===== config.mk =====
export PLATFORM = sky130hd
export DESIGN_NAME = proc_seq_ctrl
export DESIGN_NICKNAME = d
export VERILOG_FILES = /design/src/rtl/proc_seq_pkg.sv /design/src/rtl/proc_seq_cnt.sv /design/src/rtl/proc_seq_ctrl.sv
export SDC_FILE = /design/constraint.sdc
export NUM_CORES = 1
export LEC_CHECK = 0
export CAP_MARGIN = 25
export CORE_MARGIN = 3
export CORE_UTILIZATION = 50
export CTS_CLUSTER_SIZE = 8
export DETAILED_ROUTE_END_ITERATION = 10
export PLACE_DENSITY = 0.79
export SYNTH_ARGS = -nofsm -noshare
export SYNTH_HDL_FRONTEND = slang
export SYNTH_SLANG_ARGS = --single-unit

===== constraint.sdc =====
create_clock -name CLK -period 8.1 [get_ports CLK]
set_clock_uncertainty 0.2 [all_clocks]
set_input_delay 2.43 -clock CLK [delete_from_list [all_inputs] [get_ports CLK]]
set_output_delay 2.43 -clock CLK [all_outputs]
set_load 0.01 [all_outputs]

===== src/rtl/proc_seq_pkg.sv =====
// Shared state encodings for the processor sequencer; the control unit
// decodes STATE against these names.
package proc_seq_pkg;

   localparam int PROC_STATE_W = 3;

   typedef enum logic [PROC_STATE_W-1:0] {
      PROC_IDLE   = 3'd0,
      PROC_FETCH  = 3'd1,
      PROC_DECODE = 3'd2,
      PROC_EXE    = 3'd3,
      PROC_MEM    = 3'd4,
      PROC_WB     = 3'd5,
      PROC_HALT   = 3'd6,
      PROC_ERR    = 3'd7
   } proc_state_e;

endpackage


===== src/rtl/proc_seq_cnt.sv =====
// Enable counter that wraps modulo 2^W; used for cycle and retire counts.
module proc_seq_cnt #(
   parameter int W = 32
) (
   input  logic         clk_i,
   input  logic         rst_i,
   input  logic         en_i,
   output logic [W-1:0] cnt_o
);

   logic [W-1:0] cnt_q;

   always_ff @(posedge clk_i or posedge rst_i) begin
      if (rst_i)     cnt_q <= '0;
      else if (en_i) cnt_q <= cnt_q + W'(1);
   end

   assign cnt_o = cnt_q;

endmodule


===== src/rtl/proc_seq_ctrl.sv =====
// Five-phase processor sequencer with memory wait states, optional MEM skip,
// debug halt/single-step, bus-timeout error state and activity counters.
module proc_seq_ctrl
   import proc_seq_pkg::*;
#(
   parameter int CNT_W    = 32,
   parameter int MAX_WAIT = 15,
   parameter int SKIP_MEM = 1
) (
   input  logic                    CLK,
   input  logic                    RST,
   input  logic                    NEED_MEM,
   input  logic                    MEM_READY,
   input  logic                    HALT_REQ,
   input  logic                    STEP,
   output logic [PROC_STATE_W-1:0] STATE,
   output logic                    STATE_ENTRY,
   output logic                    MEM_REQ,
   output logic                    RETIRE,
   output logic                    HALTED,
   output logic                    TIMEOUT_ERR,
   output logic [CNT_W-1:0]        CYCLE_CNT,
   output logic [CNT_W-1:0]        INST_CNT
);

   localparam int WAIT_W = (MAX_WAIT < 1) ? 1 : $clog2(MAX_WAIT + 1);
   localparam logic [WAIT_W-1:0] WAIT_LIM = WAIT_W'(MAX_WAIT);

   proc_state_e       state_q, state_d;
   logic [WAIT_W-1:0] wait_q, wait_d;
   logic              entry_q, retire_q, halted_q, terr_q;
   logic              in_mem_phase, wait_hit, cyc_en;

   assign in_mem_phase = (state_q == PROC_FETCH) || (state_q == PROC_MEM);
   // MEM_READY in the limit cycle still completes the access normally.
   assign wait_hit = (MAX_WAIT != 0) && (wait_q == WAIT_LIM) && !MEM_READY;

   always_comb begin
      state_d = state_q;
      case (state_q)
         PROC_IDLE:   state_d = PROC_FETCH;
         PROC_FETCH:  if (MEM_READY) state_d = PROC_DECODE;
                      else if (wait_hit) state_d = PROC_ERR;
         PROC_DECODE: state_d = PROC_EXE;
         PROC_EXE:    state_d = (SKIP_MEM == 0 || NEED_MEM) ? PROC_MEM : PROC_WB;
         PROC_MEM:    if (MEM_READY) state_d = PROC_WB;
                      else if (wait_hit) state_d = PROC_ERR;
         PROC_WB:     state_d = HALT_REQ ? PROC_HALT : PROC_FETCH;
         PROC_HALT:   if (!HALT_REQ || STEP) state_d = PROC_FETCH;
         PROC_ERR:    state_d = PROC_ERR;
         default:     state_d = PROC_IDLE;
      endcase
   end

   always_comb begin
      wait_d = wait_q;
      if (state_d != state_q)            wait_d = '0;
      else if (in_mem_phase && !MEM_READY) wait_d = wait_q + WAIT_W'(1);
   end

   always_ff @(posedge CLK or posedge RST) begin
      if (RST) begin
         state_q  <= PROC_IDLE;
         wait_q   <= '0;
         entry_q  <= 1'b0;
         retire_q <= 1'b0;
         halted_q <= 1'b0;
         terr_q   <= 1'b0;
      end else begin
         state_q  <= state_d;
         wait_q   <= wait_d;
         entry_q  <= (state_d != state_q);
         retire_q <= (state_d == PROC_WB);
         halted_q <= (state_d == PROC_HALT);
         terr_q   <= terr_q | (state_d == PROC_ERR);
      end
   end

   assign cyc_en = !(state_q inside {PROC_IDLE, PROC_HALT, PROC_ERR});

   proc_seq_cnt #(.W(CNT_W)) u_cycle_cnt (
      .clk_i (CLK),
      .rst_i (RST),
      .en_i  (cyc_en),
      .cnt_o (CYCLE_CNT)
   );

   proc_seq_cnt #(.W(CNT_W)) u_inst_cnt (
      .clk_i (CLK),
      .rst_i (RST),
      .en_i  (retire_q),
      .cnt_o (INST_CNT)
   );

   assign STATE       = state_q;
   assign STATE_ENTRY = entry_q;
   assign MEM_REQ     = in_mem_phase;
   assign RETIRE      = retire_q;
   assign HALTED      = halted_q;
   assign TIMEOUT_ERR = terr_q;

endmodule


==> impl_metrics.py, run 1 <==
metrics = {
    "cells_and_area": {
        "n_fill_cell": 506,
        "area_delta_synth_final_pct": 30.8,
        "fin_area_mm2": 0.00456,
        "nets": 420,
        "layout-drive-gt1-share_pct": 6.75,
        "num_antenna_cells": 0,
        "multi_input_area_mm2": 0.00154,
        "seqCellArea_mm2": 0.00188,
    },
    "flow_run": {
        "drv_cap": 0,
    },
    "sta": {
        "hold_viol": 0,
        "slew_headroom_pct": 62.5,
        "maxSlewViolCount": 0,
        "whs_ns": 0.276,
        "period_minus_slack_ns": 4.51,
        "final.setup.worst_slack_ns": 3.59,
        "worstMarginPinSlew_ns": 0.555,
        "fin_crit_sh_pct": 55.7,
        "setup_viol": 0,
        "max_freq_mhz": 222,
        "setup_tns_ns": 0,
        "rsz0062_at_grt": "false",
    },
    "die": {
        "die_area_mm2": 0.00801,
        "pin_count": 78,
        "die_w_um": 89.5,
        "core_area_mm2": 0.00657,
        "initial_core_util_pct": 53.1,
        "die_h_um": 89.5,
        "rows": 29,
    },
    "clock_network": {
        "clockBufferDepth": 2,
        "cts_tree": "yes",
        "cts_sinks": 75,
        "clk_latency_ns": 0.34,
        "cts_setup_buffers": 0,
        "cts.clk_slew.worst_paths_ns": 0.07,
        "ctsHoldBuffers": 0,
        "h-tree-depth": 3,
        "clock-root-buffer": "clkbuf_8",
        "cts_buffers": 9,
        "ctsResizeCount": 0,
    },
    "synth": {
        "synthCells": 327,
        "synth_top_area_share_pct": 53.8,
        "post_synth_num_cell_types": 44,
        "synthFlopType": "dfrtp_1",
        "synth.ff_latch_count": 75,
        "yosysWarnings": 0,
        "yosys-top-cells-count": "dfrtp_1 (75), xnor2_1 (41), nand2_1 (33)",
        "syn_area_mm2": 0.00349,
        "synth_edf_count": 0,
        "synth.net_count": 336,
        "yosysMostFrequentCell": "dfrtp_1",
        "yosysSeqAreaShare_pct": 53.8,
        "synthArstFlopShare_pct": 100,
        "avgSynthCellArea_um2": 10.7,
        "yosys.area.top_type": "dfrtp_1",
        "ys_top_cells_by_area": "dfrtp_1 (54%), xnor2_1 (10%), xor2_1 (6.0%)",
    },
    "grt": {
        "grt_max_degree": 76,
        "antenna_found_initial": 0,
        "grt-ovfl-total": 0,
        "grt_pass1_wl_um": 12100,
        "track_usage_pct": 19.6,
        "grt_pass1_vias": 2611,
    },
    "power_and_ir_drop": {
        "leakagePower_nw": 1.97,
        "report.power.total_mw": 1.07,
        "cellPowerDensity_mw_per_mm2": 234,
        "peakVddDrop_mv": 0.212,
    },
    "outcome": {
        "outcome": "finished, final reports clean",
    },
    "setup_path": {
        "critical_path_arrival_ns": 1.88,
        "cp.required_ns": 5.47,
        "startpoint_type": "flop",
        "end_kind": "output port",
        "path_class": "flop to output port",
        "critPathMaxFanout": 16,
    },
    "routing": {
        "num_vias": 2646,
        "viasPerCell": 5.21,
        "drt_iter0_markers": 130,
        "drt.antenna.violating_nets": 0,
        "drc": 0,
        "totalWireLength_um": 7240,
        "drt_pass1_iterations": 4,
        "wl_per_cell_um": 14.2,
    },
    "place": {
        "dp_slack_ns": 3.86,
        "post-dp-hpwl_um": 5090,
        "io_buffers": 77,
        "gp_congestion": 0.907,
        "postPlaceCellArea_mm2": 0.00436,
    },
    "hold_path": {
        "hold_path_class": "flop to flop",
    },
}
-- flip-flops by register name, indices dropped and copies added (netlist names) --
| name | count |
|---|---|
| RETIRE | 1 |
| STATE_ENTRY | 1 |
| u_inst_cnt.cnt_o | 32 |
| STATE | 3 |
| u_cycle_cnt.cnt_o | 32 |
| TIMEOUT_ERR | 1 |
| HALTED | 1 |
| wait_q | 4 |
-- worst max-delay path, stage by stage (launching register included) --
cell and delay [ns]:
dfrtp_1 0.62, nand2b_1 0.21, a21oi_1 0.16, clkdlybuf4s50_1 0.56
-- path summary, 6_finish.rpt --
path	start	to	slack [ns]	cells past startpoint
max reg2reg	STATE[1]	u_cycle_cnt.cnt_o[17]	5.61	5
max in group asynchronous	RST	u_inst_cnt.cnt_o[18]	5.02	4
max	STATE[0]	MEM_REQ	3.59	3
min	u_inst_cnt.cnt_o[31]	u_inst_cnt.cnt_o[31]	0.28	1
min in group asynchronous	RST	u_cycle_cnt.cnt_o[2]	2.15	3
min reg2reg	u_inst_cnt.cnt_o[31]	u_inst_cnt.cnt_o[31]	0.28	1
-- where the power goes --
group	internal (mW)	switching, mW	leakage [nW]
combinational	0.164	0.144	0.868
sequential	0.422	0.0774	1.01
clock	0.134	0.125	0.0953
-- through the flow --
step | cells | utilization (%)
final | 508 | 69.5
after global routing | 508 | 69.5
after CTS | 507 | 69.0
after detailed placement | 492 | 66.3
after global placement | 492 | 66.3
after floorplan | 327 | -
-- per-layer routing --
metal  global-route usage, %  wire length (um)  part of all wire [%]  vias to the layer above
met5                       0                 0                     0                        -
met4                    7.31               112                   1.5                        0
met1                    26.0              3300                    46                     1274
li1                        -                 -                     -                     1280
met2                    30.7              3480                    48                       81
met3                    5.62               343                   4.7                       11
-- cell families (layout without fill, tap and decap cells) --
logic type	Yosys count	after routing	share of synthesized area, %
compound gates	19	19	3.84
xor+xnor	65	65	16.3
fa+ha+maj	3	3	1.08
buf+inv	19	107	2.19
flops	75	75	53.8
mux	4	4	1.22
simple gates	142	142	21.6
-- area by class of cell --
cell class,count,area share [%]
timing repair buffer,79,17.7
inverter,13,1.07
sequential,75,41.1
clock inverter,2,0.219
clock buffer,13,3.70
multi-input combinational,233,33.7
tap,93,2.55
-- placed cells by master, fill, tap and decap left out, types with 12 or more instances in the layout --
cell type	Yosys	routed
nor2_1	29	29
clkdlybuf4s50_1	0	77
dfrtp_1	75	75
clkbuf_8	0	12
nand4_1	16	16
xnor2_1	41	41
nand3_1	17	17
xor2_1	24	24
nand2_1	33	33
inv_1	13	12
Power figures use the tool's default switching activity.
==> inputs of run 2 (changes only) <==
CORE_UTILIZATION = 45   (was 50)
PLACE_DENSITY = 0.75   (was 0.79)
clock period = 3.7 ns   (was 8.1 ns; I/O delays follow)
==> impl_metrics.py, run 2 (synthesized netlist as in run 1, its figures left out) <==
metrics = {
    "power_and_ir_drop": {
        "swShare_pct": 31.4,
        "power.internal_mw": 1.68,
        "peakVddDrop_mv": 0.446,
        "p_comb_share_pct": 27.5,
        "clkPwrFrac_pct": 27.9,
        "cellPowerDensity_mw_per_mm2": 532,
        "p_sw_mw": 0.769,
        "seqPwrFrac_pct": 44.5,
        "leakagePower_nw": 1.99,
    },
    "routing": {
        "viasPerCell": 5.20,
        "drt.antenna.violating_nets": 0,
        "totalWireLength_um": 7110,
        "drc": 0,
        "wl_per_cell_um": 13.8,
        "drt_pass1_iterations": 4,
        "num_vias": 2681,
        "drt_iter0_markers": 71,
    },
    "sta": {
        "fin_crit_sh_pct": 85.4,
        "maxSlewViolCount": 0,
        "worstMarginPinSlew_ns": 0.549,
        "setup_viol": 0,
        "rsz0062_at_grt": "false",
        "slew_headroom_pct": 62.9,
        "hold_viol": 0,
        "period_minus_slack_ns": 3.16,
        "whs_ns": 0.284,
        "setup_tns_ns": 0,
        "max_freq_mhz": 317,
    },
    "setup_path": {
        "rr_worst_depth": 5,
        "crit_chain": "nand2b_1, a21oi_1, clkdlybuf4s50_1",
        "rrSetupSlack_ns": 1.43,
        "cp_slowest_stage_delay_ns": 0.55,
        "r2r-end": "u_cycle_cnt.cnt_o[12]",
        "path_class": "flop to output port",
        "startpoint_type": "flop",
        "setup.worst_path.end": "MEM_REQ",
        "cp_slowest_cell": "clkdlybuf4s50_1",
        "cp.required_ns": 2.39,
        "end_kind": "output port",
        "critPathMaxFanout": 16,
        "critical_path_arrival_ns": 1.85,
        "r2r-start": "STATE[1]",
        "cp-startpoint": "STATE[0]",
    },
    "cells_and_area": {
        "layout-drive-gt1-share_pct": 6.95,
        "area_delta_synth_final_pct": 32.1,
        "final_util_pct": 62.5,
        "final_cells": 516,
        "nets": 421,
        "fin_area_mm2": 0.00461,
        "n_fill_cell": 615,
        "num_antenna_cells": 0,
        "layout_commonest_cell": "clkdlybuf4s50_1",
        "mostFrequentLayoutCells": "clkdlybuf4s50_1 (77), dfrtp_1 (75), xnor2_1 (41)",
    },
    "clock_network": {
        "clock-root-buffer": "clkbuf_8",
        "h-tree-depth": 3,
        "cts_tree": "yes",
        "clk_latency_ns": 0.33,
        "cts.clk_slew.worst_paths_ns": 0.07,
        "cts_setup_buffers": 0,
        "ctsHoldBuffers": 0,
        "cts_sinks": 75,
        "clockBufferDepth": 2,
        "ctsResizeCount": 0,
        "cts_buffers": 9,
    },
    "die": {
        "die_w_um": 94.0,
        "die_h_um": 94.0,
        "die_area_mm2": 0.00884,
        "pin_count": 78,
        "initial_core_util_pct": 47.3,
        "rows": 31,
        "core_area_mm2": 0.00737,
    },
    "grt": {
        "grt_pass1_wl_um": 11900,
        "grt-ovfl-total": 0,
        "antenna_found_initial": 0,
        "track_usage_pct": 17.1,
        "grt_pass1_vias": 2593,
        "grt_max_degree": 39,
    },
    "place": {
        "postPlaceCellArea_mm2": 0.00439,
        "place_inst": 500,
        "io_buffers": 77,
        "gp_congestion": 0.871,
        "post-dp-hpwl_um": 5220,
    },
    "flow_run": {
        "drv_cap": 0,
    },
    "hold_path": {
        "hold_path_class": "flop to flop",
    },
    "outcome": {
        "outcome": "finished, final reports clean",
    },
}
[run 2: per-layer routing]
layer,part of all wire [%],track usage (%),routed length (um),vias up
met5,0,0,0,-
met4,1.5,7.34,107,0
met3,3.9,3.04,278,8
met2,48,27.3,3430,70
met1,46,22.9,3290,1321
li1,-,-,-,1282
[run 2: layout make-up]
cell class	instances	area, um^2	area share [%]
sequential	75	1880	40.7
multi-input combinational	233	1540	33.3
timing repair buffer	80	806	17.5
clock buffer	12	145	3.15
tap	99	124	2.69
clock inverter	4	73.8	1.60
inverter	13	48.8	1.06
[run 2: worst min path at each step]
stage                                startpoint               endpoint  slack (ns)  depth (start not counted)
after floorplan           u_cycle_cnt.cnt_o[31]  u_cycle_cnt.cnt_o[31]        0.30                          1
after global placement    u_cycle_cnt.cnt_o[31]  u_cycle_cnt.cnt_o[31]        0.26                          1
after detailed placement   u_inst_cnt.cnt_o[31]   u_inst_cnt.cnt_o[31]        0.27                          1
after CTS                  u_inst_cnt.cnt_o[31]   u_inst_cnt.cnt_o[31]        0.28                          1
after global routing       u_inst_cnt.cnt_o[31]   u_inst_cnt.cnt_o[31]        0.30                          1
final                      u_inst_cnt.cnt_o[31]   u_inst_cnt.cnt_o[31]        0.28                          1
[run 2: through the flow]
stage                     setup slack [ns]  power (mW)
after global routing                 0.409        2.61
after CTS                            0.509        2.48
final                                0.541        2.45
after global placement               0.867        1.77
after floorplan                      0.480        1.47
after detailed placement             0.755        1.79
[run 2: power by group through the flow]
| stage | Clock [mW] | Combinational [mW] | Sequential (mW) |
|---|---|---|---|
| 5_1_grt | 0.736 | 0.751 | 1.12 |
| 6_report | 0.685 | 0.675 | 1.09 |
| 4_1_cts | 0.704 | 0.685 | 1.09 |
| 3_5_place_dp | 0 | 0.683 | 1.10 |
| 3_3_place_gp | 0 | 0.666 | 1.10 |
| 2_1_floorplan | 0 | 0.381 | 1.09 |
[run 2: worst max-delay path, delay by kind of cell, from the launching register on]
family	cells	cell delay, ns
compound gates	1	0.17
buf+inv	1	0.55
flops	1	0.53
simple gates	1	0.27
